## src/rtl/riscv_arb_pkg.sv

```systemverilog
// Shared types and defaults for the fetch/data memory arbiter.
// Both requesters share a single memory port and are selected by a streak-limited priority scheme.
package riscv_arb_pkg;

    localparam int MEM_LAT_DEF    = 1;
    localparam int MAX_STREAK_DEF = 4;
    localparam int STREAK_W       = 4;
    localparam int LAT_W          = 3;

    // Requester slots; index order is used by the capture registers
    localparam int N_REQ  = 2;
    localparam int REQ_IF = 0;
    localparam int REQ_D  = 1;

    typedef enum logic {
        ST_IDLE = 1'b0,
        ST_WAIT = 1'b1
    } arb_state_t;

    function automatic logic [STREAK_W-1:0] streak_inc(
        input logic [STREAK_W-1:0] cur,
        input logic [STREAK_W-1:0] cap
    );
        return (cur >= cap) ? cap : cur + 1'b1;
    endfunction

endpackage

```

## src/rtl/mem_arbiter_prio.sv

```systemverilog
// Grant selection between fetch and data with a streak counter.
// Data normally wins; fetch is forced once data has won MAX_STREAK contested grants in a row.
module mem_arbiter_prio
    import riscv_arb_pkg::*;
#(
    parameter int MAX_STREAK = MAX_STREAK_DEF
) (
    input  logic clk,
    input  logic rst,
    input  logic i_idle,
    input  logic i_if_req,
    input  logic i_d_req,
    output logic o_gnt_if,
    output logic o_gnt_d
);

    localparam logic [STREAK_W-1:0] STREAK_CAP = STREAK_W'(MAX_STREAK);

    logic [STREAK_W-1:0] r_streak;
    logic                w_force_if;

    always_comb begin
        w_force_if = i_if_req && i_d_req && (r_streak == STREAK_CAP);
        o_gnt_if   = 1'b0;
        o_gnt_d    = 1'b0;
        if (i_idle) begin
            if (i_d_req && !w_force_if) begin
                o_gnt_d = 1'b1;
            end else if (i_if_req) begin
                o_gnt_if = 1'b1;
            end
        end
    end

    // Only a data grant that actually starved a waiting fetch extends the streak
    always_ff @(posedge clk or negedge rst) begin
        if (!rst) begin
            r_streak <= '0;
        end else if (i_idle) begin
            if (o_gnt_if || !i_if_req) begin
                r_streak <= '0;
            end else if (o_gnt_d) begin
                r_streak <= streak_inc(r_streak, STREAK_CAP);
            end
        end
    end

endmodule

```

## src/rtl/mem_arbiter.sv

```systemverilog
// Single-outstanding arbiter between instruction fetch and data ports onto one memory port.
// Issues combinationally from IDLE, waits MEM_LAT cycles, then returns read data one cycle later.
module mem_arbiter
    import riscv_arb_pkg::*;
#(
    parameter int MEM_LAT    = MEM_LAT_DEF,
    parameter int MAX_STREAK = MAX_STREAK_DEF
) (
    input  logic        clk,
    input  logic        rst,
    input  logic        if_req,
    input  logic [31:0] if_addr,
    output logic        if_gnt,
    output logic        if_rvalid,
    output logic [31:0] if_rdata,
    input  logic        d_req,
    input  logic        d_we,
    input  logic [31:0] d_addr,
    input  logic [31:0] d_wdata,
    output logic        d_gnt,
    output logic        d_rvalid,
    output logic [31:0] d_rdata,
    output logic        mem_enable,
    output logic        mem_wr,
    output logic [31:0] mem_addr,
    output logic [31:0] mem_data_in,
    input  logic [31:0] mem_data_out,
    output logic        busy
);

    arb_state_t       r_state;
    arb_state_t       w_state_next;
    logic [LAT_W-1:0] r_lat_cnt;
    logic             r_owner_d;
    logic             r_is_store;

    logic             w_idle;
    logic             w_gnt_if;
    logic             w_gnt_d;
    logic             w_issue;
    logic             w_last;
    logic [N_REQ-1:0] w_capture;

    logic             r_rvalid [N_REQ];
    logic [31:0]      r_rdata  [N_REQ];

    assign w_idle = (r_state == ST_IDLE);

    mem_arbiter_prio #(
        .MAX_STREAK (MAX_STREAK)
    ) u_prio (
        .clk      (clk),
        .rst      (rst),
        .i_idle   (w_idle),
        .i_if_req (if_req),
        .i_d_req  (d_req),
        .o_gnt_if (w_gnt_if),
        .o_gnt_d  (w_gnt_d)
    );

    always_comb begin
        w_state_next = r_state;
        w_issue      = 1'b0;
        w_last       = 1'b0;
        mem_enable   = 1'b0;
        mem_wr       = 1'b0;
        mem_addr     = '0;
        mem_data_in  = '0;
        if_gnt       = 1'b0;
        d_gnt        = 1'b0;
        case (r_state)
            ST_IDLE: begin
                if (w_gnt_d || w_gnt_if) begin
                    w_issue      = 1'b1;
                    w_state_next = ST_WAIT;
                end
            end
            ST_WAIT: begin
                if (r_lat_cnt == '0) begin
                    w_last       = 1'b1;
                    w_state_next = ST_IDLE;
                end
            end
            default: w_state_next = ST_IDLE;
        endcase
        // Holding reset must silence the issue outputs even while requests are high
        if (rst && w_issue) begin
            mem_enable = 1'b1;
            if (w_gnt_d) begin
                d_gnt       = 1'b1;
                mem_wr      = d_we;
                mem_addr    = d_addr;
                mem_data_in = d_wdata;
            end else begin
                if_gnt   = 1'b1;
                mem_addr = if_addr;
            end
        end
    end

    always_ff @(posedge clk or negedge rst) begin
        if (!rst) begin
            r_state    <= ST_IDLE;
            r_lat_cnt  <= '0;
            r_owner_d  <= 1'b0;
            r_is_store <= 1'b0;
        end else begin
            r_state <= w_state_next;
            if (w_issue) begin
                r_lat_cnt  <= LAT_W'(MEM_LAT - 1);
                r_owner_d  <= w_gnt_d;
                r_is_store <= w_gnt_d && d_we;
            end else if ((r_state == ST_WAIT) && (r_lat_cnt != '0)) begin
                r_lat_cnt <= r_lat_cnt - 1'b1;
            end
        end
    end

    assign w_capture[REQ_IF] = w_last && !r_owner_d;
    assign w_capture[REQ_D]  = w_last &&  r_owner_d;

    genvar gi;
    generate
        for (gi = 0; gi < N_REQ; gi++) begin : g_cap
            always_ff @(posedge clk or negedge rst) begin
                if (!rst) begin
                    r_rvalid[gi] <= 1'b0;
                    r_rdata[gi]  <= '0;
                end else begin
                    r_rvalid[gi] <= w_capture[gi];
                    if (w_capture[gi]) begin
                        r_rdata[gi] <= ((gi == REQ_D) && r_is_store) ? 32'd0 : mem_data_out;
                    end
                end
            end
        end
    endgenerate

    assign if_rvalid = r_rvalid[REQ_IF];
    assign if_rdata  = r_rdata[REQ_IF];
    assign d_rvalid  = r_rvalid[REQ_D];
    assign d_rdata   = r_rdata[REQ_D];
    assign busy      = (r_state == ST_WAIT);

endmodule

```

## config.mk

```make
export PLATFORM = sky130hd
export DESIGN_NAME = mem_arbiter
export DESIGN_NICKNAME = d
export VERILOG_FILES = /design/src/rtl/riscv_arb_pkg.sv /design/src/rtl/mem_arbiter_prio.sv /design/src/rtl/mem_arbiter.sv
export SDC_FILE = /design/constraint.sdc
export NUM_CORES = 1
export LEC_CHECK = 0
export BUFFER_PORTS_ARGS = -buffer_cell sky130_fd_sc_hd__buf_4
export CAP_MARGIN = 30
export CORE_ASPECT_RATIO = 0.5
export CORE_UTILIZATION = 45
export CTS_BUF_LIST = sky130_fd_sc_hd__clkbuf_16
export DETAILED_ROUTE_END_ITERATION = 12
export GPL_TIMING_DRIVEN = 0
export PLACE_DENSITY = 0.9
export SETUP_SLACK_MARGIN = 0.4
export SYNTH_ARGS = -nofsm -noshare
export SYNTH_HDL_FRONTEND = slang
export SYNTH_SLANG_ARGS = --single-unit
```

## constraint.sdc

```tcl
create_clock -name clk -period 4.5 [get_ports clk]
set_input_delay 0.45 -clock clk [delete_from_list [all_inputs] [get_ports clk]]
set_output_delay 0.45 -clock clk [all_outputs]
set_load 0.005 [all_outputs]
```

Word level (Yosys, flattened, before mapping):

Cells that the tools add are included.

* flip-flop bits (word level): 76
* input port bits: 133
* output and inout port bits: 135
* word-level logic and storage cells: 60

* $add $sub $neg: 2
* order comparisons: 1
* eq/ne operators: 1
* muxes and demuxes: 28
* bitwise operators: 1
* reductions and logical operators: 18

Operator list (number)
* 2-to-1 mux 32 bit: 5
* 2-to-1 mux 1 bit: 17
* 2-to-1 mux 4 bit: 3
* logical AND 1 bit: 8
* 2-to-1 mux 3 bit: 2
* adder 4 x 1 -> 4 bit, second input constant: 1
* equality test 4 x 3 -> 1 bit, second input constant: 1
* greater-or-equal comparator 4 x 3 -> 1 bit, second input constant: 1
* nonzero test 2 bit: 2
* logical NOT 1 bit: 3
* logical NOT 3 bit: 1
* nonzero test 3 bit: 1
* subtractor 3 x 1 -> 3 bit, second input constant: 1
* logical OR 1 bit: 2
* one-hot mux 1 bit (2 select lines): 1
* AND reduction 2 bit: 1
* inverter 1 bit: 1

Longest topological paths before layout:

* depth in word-level cells: 11
* depth in mapped cells: 7
* depth with buffers taken out: 5

Hierarchy:

From an unflattened synthesis, not the netlist that was laid out.

* cell total of the unflattened synthesis: 384
* area total of the unflattened synthesis: 4257.8 um^2

By module, submodules not included
* mem_arbiter: times used 1, cells each 358, area an instance 4000.1 um^2, sequential area each 1801.7 um^2
* mem_arbiter_prio: times used 1, cells each 26, area an instance 257.7 um^2, sequential area each 100.1 um^2

Worst setup path after synthesis:

No wires, ideal clock.

* path type: register -> output
* from: reg u_prio.r_streak[0]
* to: out mem_data_in[10]
* arrival time: 1.379 ns
* data required time: 4.050 ns
* setup slack: 2.671 ns
* cell stages (with the launch flop): 7
* buffers on the path: 1
* cell sequence: dfrtp_1 inv_1 ha_1 nand4b_4 and4b_1 clkbuf_1 and2_1

* word-level cells in the longest chain between the ends: 11
* elaborated cells between the ends (all ways): 14
* classes of those cells: 1 x eq/ne; 8 x mux; 5 x reduce/logical

Ends and longest elaborated chain
* from (decl): line mem_arbiter_prio.sv:19 `logic [STREAK_W-1:0] r_streak;`
* from (signal assigned): line mem_arbiter_prio.sv:43 `r_streak <= streak_inc(r_streak, STREAK_CAP);`
* equality test 4 x 3 -> 1 bit (*): line mem_arbiter_prio.sv:23 `w_force_if = i_if_req && i_d_req && (r_streak == STREAK_CAP);`
* logical AND 1 bit (*): line mem_arbiter_prio.sv:23
* logical NOT 1 bit (*): line mem_arbiter_prio.sv:27 `if (i_d_req && !w_force_if) begin`
* logical AND 1 bit (*): line mem_arbiter_prio.sv:27
* 2-to-1 mux 1 bit: line mem_arbiter_prio.sv:27
* 2-to-1 mux 1 bit: line mem_arbiter_prio.sv:26 `if (i_idle) begin`
* logical OR 1 bit: line mem_arbiter.sv:73 `if (w_gnt_d || w_gnt_if) begin`
* 2-to-1 mux 1 bit: line mem_arbiter.sv:73
* 2-to-1 mux 1 bit: line mem_arbiter.sv:71 `case (r_state)`
* logical AND 1 bit: line mem_arbiter.sv:87 `if (rst && w_issue) begin`
* 2-to-1 mux 32 bit (*): line mem_arbiter.sv:87
* to (decl): line mem_arbiter.sv:26 `output logic [31:0] mem_data_in,`

Every way passes the cells marked *; elsewhere a longest branch is shown, timed or not.

Worst setup path after layout:

* from: in rst
* to: out mem_addr[25]

* word-level cells in the longest chain between the ends: 2

Ends and longest elaborated chain
* from (decl): line mem_arbiter.sv:10 `input logic rst,`
* logical AND 1 bit: line mem_arbiter.sv:87
* 2-to-1 mux 32 bit: line mem_arbiter.sv:87
* to (decl): line mem_arbiter.sv:25 `output logic [31:0] mem_addr,`

No other way between the ends.

==> impl_metrics.json <==
{
  "fin_setup_tns_ns": 0,
  "max-cap-violations": 0,
  "rsz0062_at_grt": "false",
  "die-area_mm2": 0.00960,
  "worst_pin_slew_ns": 0.461,
  "fin_crit_sh_pct": 70.1,
  "ys_seq_area_share_pct": 46.0,
  "syn_nets": 556,
  "worstPathRequired_ns": 4.05,
  "grt_max_degree": 80,
  "drt_wl_total_um": 14300,
  "ir_worst_vdd_mv": 0.391,
  "seqCellArea_mm2": 0.00190,
  "power_leakage_nw": 3.32,
  "crit_slowest_cell": "dlygate4sd3_1",
  "vias_per_cell": 5.27,
  "drv_slew": 0,
  "worstReg2RegStart": "r_lat_cnt[0]$_DFFE_PN0P_",
  "drive_gt1_share_pct": 47.7,
  "gp_congestion": 0.937,
  "slew_headroom_pct": 69.0,
  "critPathCaptureType": "output port",
  "grt_pass1_wl_um": 22000,
  "yosysWarnings": 0,
  "hold_slack_ns": 0.345,
  "path_class": "in2out",
  "clockRootBuffer": "clkbuf_16",
  "syn_avg_cell_area_um2": 9.87,
  "dp_slack_ns": 1.61,
  "crit_top_cell": "buf_4",
  "synth-seq-cells": 76,
  "cts_buffer_depth": 2,
  "status": "finished clean",
  "cpPeakStageDelay_ns": 0.54,
  "setup_violations": 0,
  "rows": 24,
  "drc_errors": 0,
  "start_kind": "input port",
  "fin_nets": 836,
  "syn-cell-area_mm2": 0.00414,
  "cts_sinks": 76,
  "r2r_cells": 7,
  "numCtsBuffers": 9,
  "synth_async_sr_flop_share_pct": 100,
  "fmax_ghz": 0.317,
  "clock_latency_ns": 0.34,
  "ios": 268,
  "antenna_found_initial": 0,
  "setup_slack_ns": 1.34,
  "final_cell_mix": "268 x buf_4, 76 x dfrtp_1, 65 x o21ai_0",
  "die_h_um": 69.8,
  "antenna_cells": 0,
  "post-cts-setup-buffers": 0,
  "area_growth_pct": 60.1,
  "synth_top_flop_cell": "dfrtp_1",
  "clk_pin_slew_worst_paths_ns": 0.07,
  "hold_viol_final": 0,
  "cp.buffers_inverters": 6,
  "finClkSkew_ns": 0.0127,
  "wl_per_cell_um": 17.4,
  "hpwl_um": 10500,
  "cp_cell_sequence": "dlygate4sd3_1 > buf_4 > buf_16 > nor2b_1 > buf_4 > buf_2 > nand3_1 > o21ai_0 > buf_4",
  "fp.coreArea_mm2": 0.00880,
  "synth_edf_count": 0,
  "start_util_pct": 47.0,
  "power_density_mw_per_mm2": 558,
  "crit_family": "buffers and inverters",
  "min_path_type": "in2reg",
  "rr_endpoint": "if_rdata[28]$_DFFE_PN0P_",
  "cp_max_fo": 78,
  "fillerInstances": 602,
  "hold_start": "mem_data_out[18]",
  "netlist_instances": 419,
  "track_usage_pct": 29.7,
  "first_iter_violations": 315,
  "min_path_cells": 2,
  "grt_overflow": 0,
  "dr_total_vias": 4327,
  "arrival_ns": 2.71,
  "grt_pass1_vias": 4378,
  "period_minus_slack_ns": 3.16,
  "r2r_setup_slack_ns": 2.67,
  "final_antenna_net_count": 0,
  "firstDrtPassIters": 4,
  "min_to": "if_rdata[18]$_DFFE_PN0P_",
  "multiInputGateArea_mm2": 0.00198,
  "die_w_um": 138,
  "final_common_cell": "buf_4",
  "cts_tree": "built",
  "cts_htree_levels": 3,
  "yosysUniqueCellTypes": 34,
  "port_buffers": 267
}
## area by class of cell
cell class | instances | area share [%]
multi-input cells | 296 | 29.9
repair buffers | 269 | 30.8
clock buffers | 9 | 3.40
flip-flops and latches | 76 | 28.7
clock inverters | 7 | 1.11
well taps | 117 | 2.21
inverters | 7 | 0.397
plain buffers | 40 | 3.44
## per-layer routing
metal / share of wire, % / global-route usage (%) / vias up / wire (um)
met3: 5.5 / 6.36 / 38 / 794
li1: - / - / 2015 / -
met4: 2.9 / 11.0 / 0 / 412
met2: 50 / 50.3 / 185 / 7160
met1: 41 / 37.2 / 2089 / 5940
met5: 0 / 0 / - / 0
## flip-flops by register name, summed over array words and instances (netlist names)
name             cells
if_rdata            32
r_is_store           1
r_owner_d            1
r_lat_cnt            3
if_rvalid            1
busy                 1
u_prio.r_streak      4
d_rdata             32
d_rvalid             1
## worst max path at each step
stage	cells after the start	to	start	slack [ns]
CTS	7	mem_addr[22]	rst	1.59
finish	9	mem_addr[25]	rst	1.34
floorplan	6	mem_data_in[10]	u_prio.r_streak[0]$_DFFE_PN0P_	2.67
global route	9	mem_addr[25]	rst	1.10
detailed placement	7	mem_addr[22]	rst	1.61
global placement	7	mem_addr[25]	rst	1.64
## synthesized netlist by cell type (all sizes together) (4+ instances only)
library cell  count  area (um^2)
ha                4         50.1
mux2             32          469
dfrtp            76         1900
inv               7         26.3
nand4            32          200
buf              19          149
o21ai            66          330
nand2            39          146
clkbuf           21         78.8
nand2b           34          213
nand3            32          160
and2             35          219
## power by group
part | total (mW) | internal (mW) | switching (mW)
Combinational | 1.78 | 1.02 | 0.761
Sequential | 1.19 | 0.989 | 0.200
Clock | 0.726 | 0.432 | 0.294
## kinds of logic (layout without fill, tap and decap cells)
kind of cell / count (synthesis) / count (layout) / share of synthesized area, %
AO/OA/AOI/OAI: 74 / 74 / 9.38
XOR/XNOR: 1 / 1 / 0.212
adder cells (fa/ha/maj): 4 / 4 / 1.21
buffers and inverters: 47 / 332 / 6.14
flip-flops: 76 / 76 / 46.0
multiplexers: 35 / 35 / 12.1
AND/OR/NAND/NOR: 182 / 182 / 25.0
## through the flow
stage	total power, mW	util [%]	area, um^2	instances
finish	3.69	75.3	6620	821
CTS	3.69	74.9	6590	819
global placement	2.86	71.5	6290	803
detailed placement	2.93	71.5	6290	803
global route	3.89	75.3	6620	821
floorplan	2.05	-	4140	419
## what timing repair did
action / CTS / global route
hold buffers: 0 / 1
endpoints found under the hold margin: 0 / 1
gates resized for setup: 0 / 0
No activity file was read; power rests on OpenSTA's default activity.
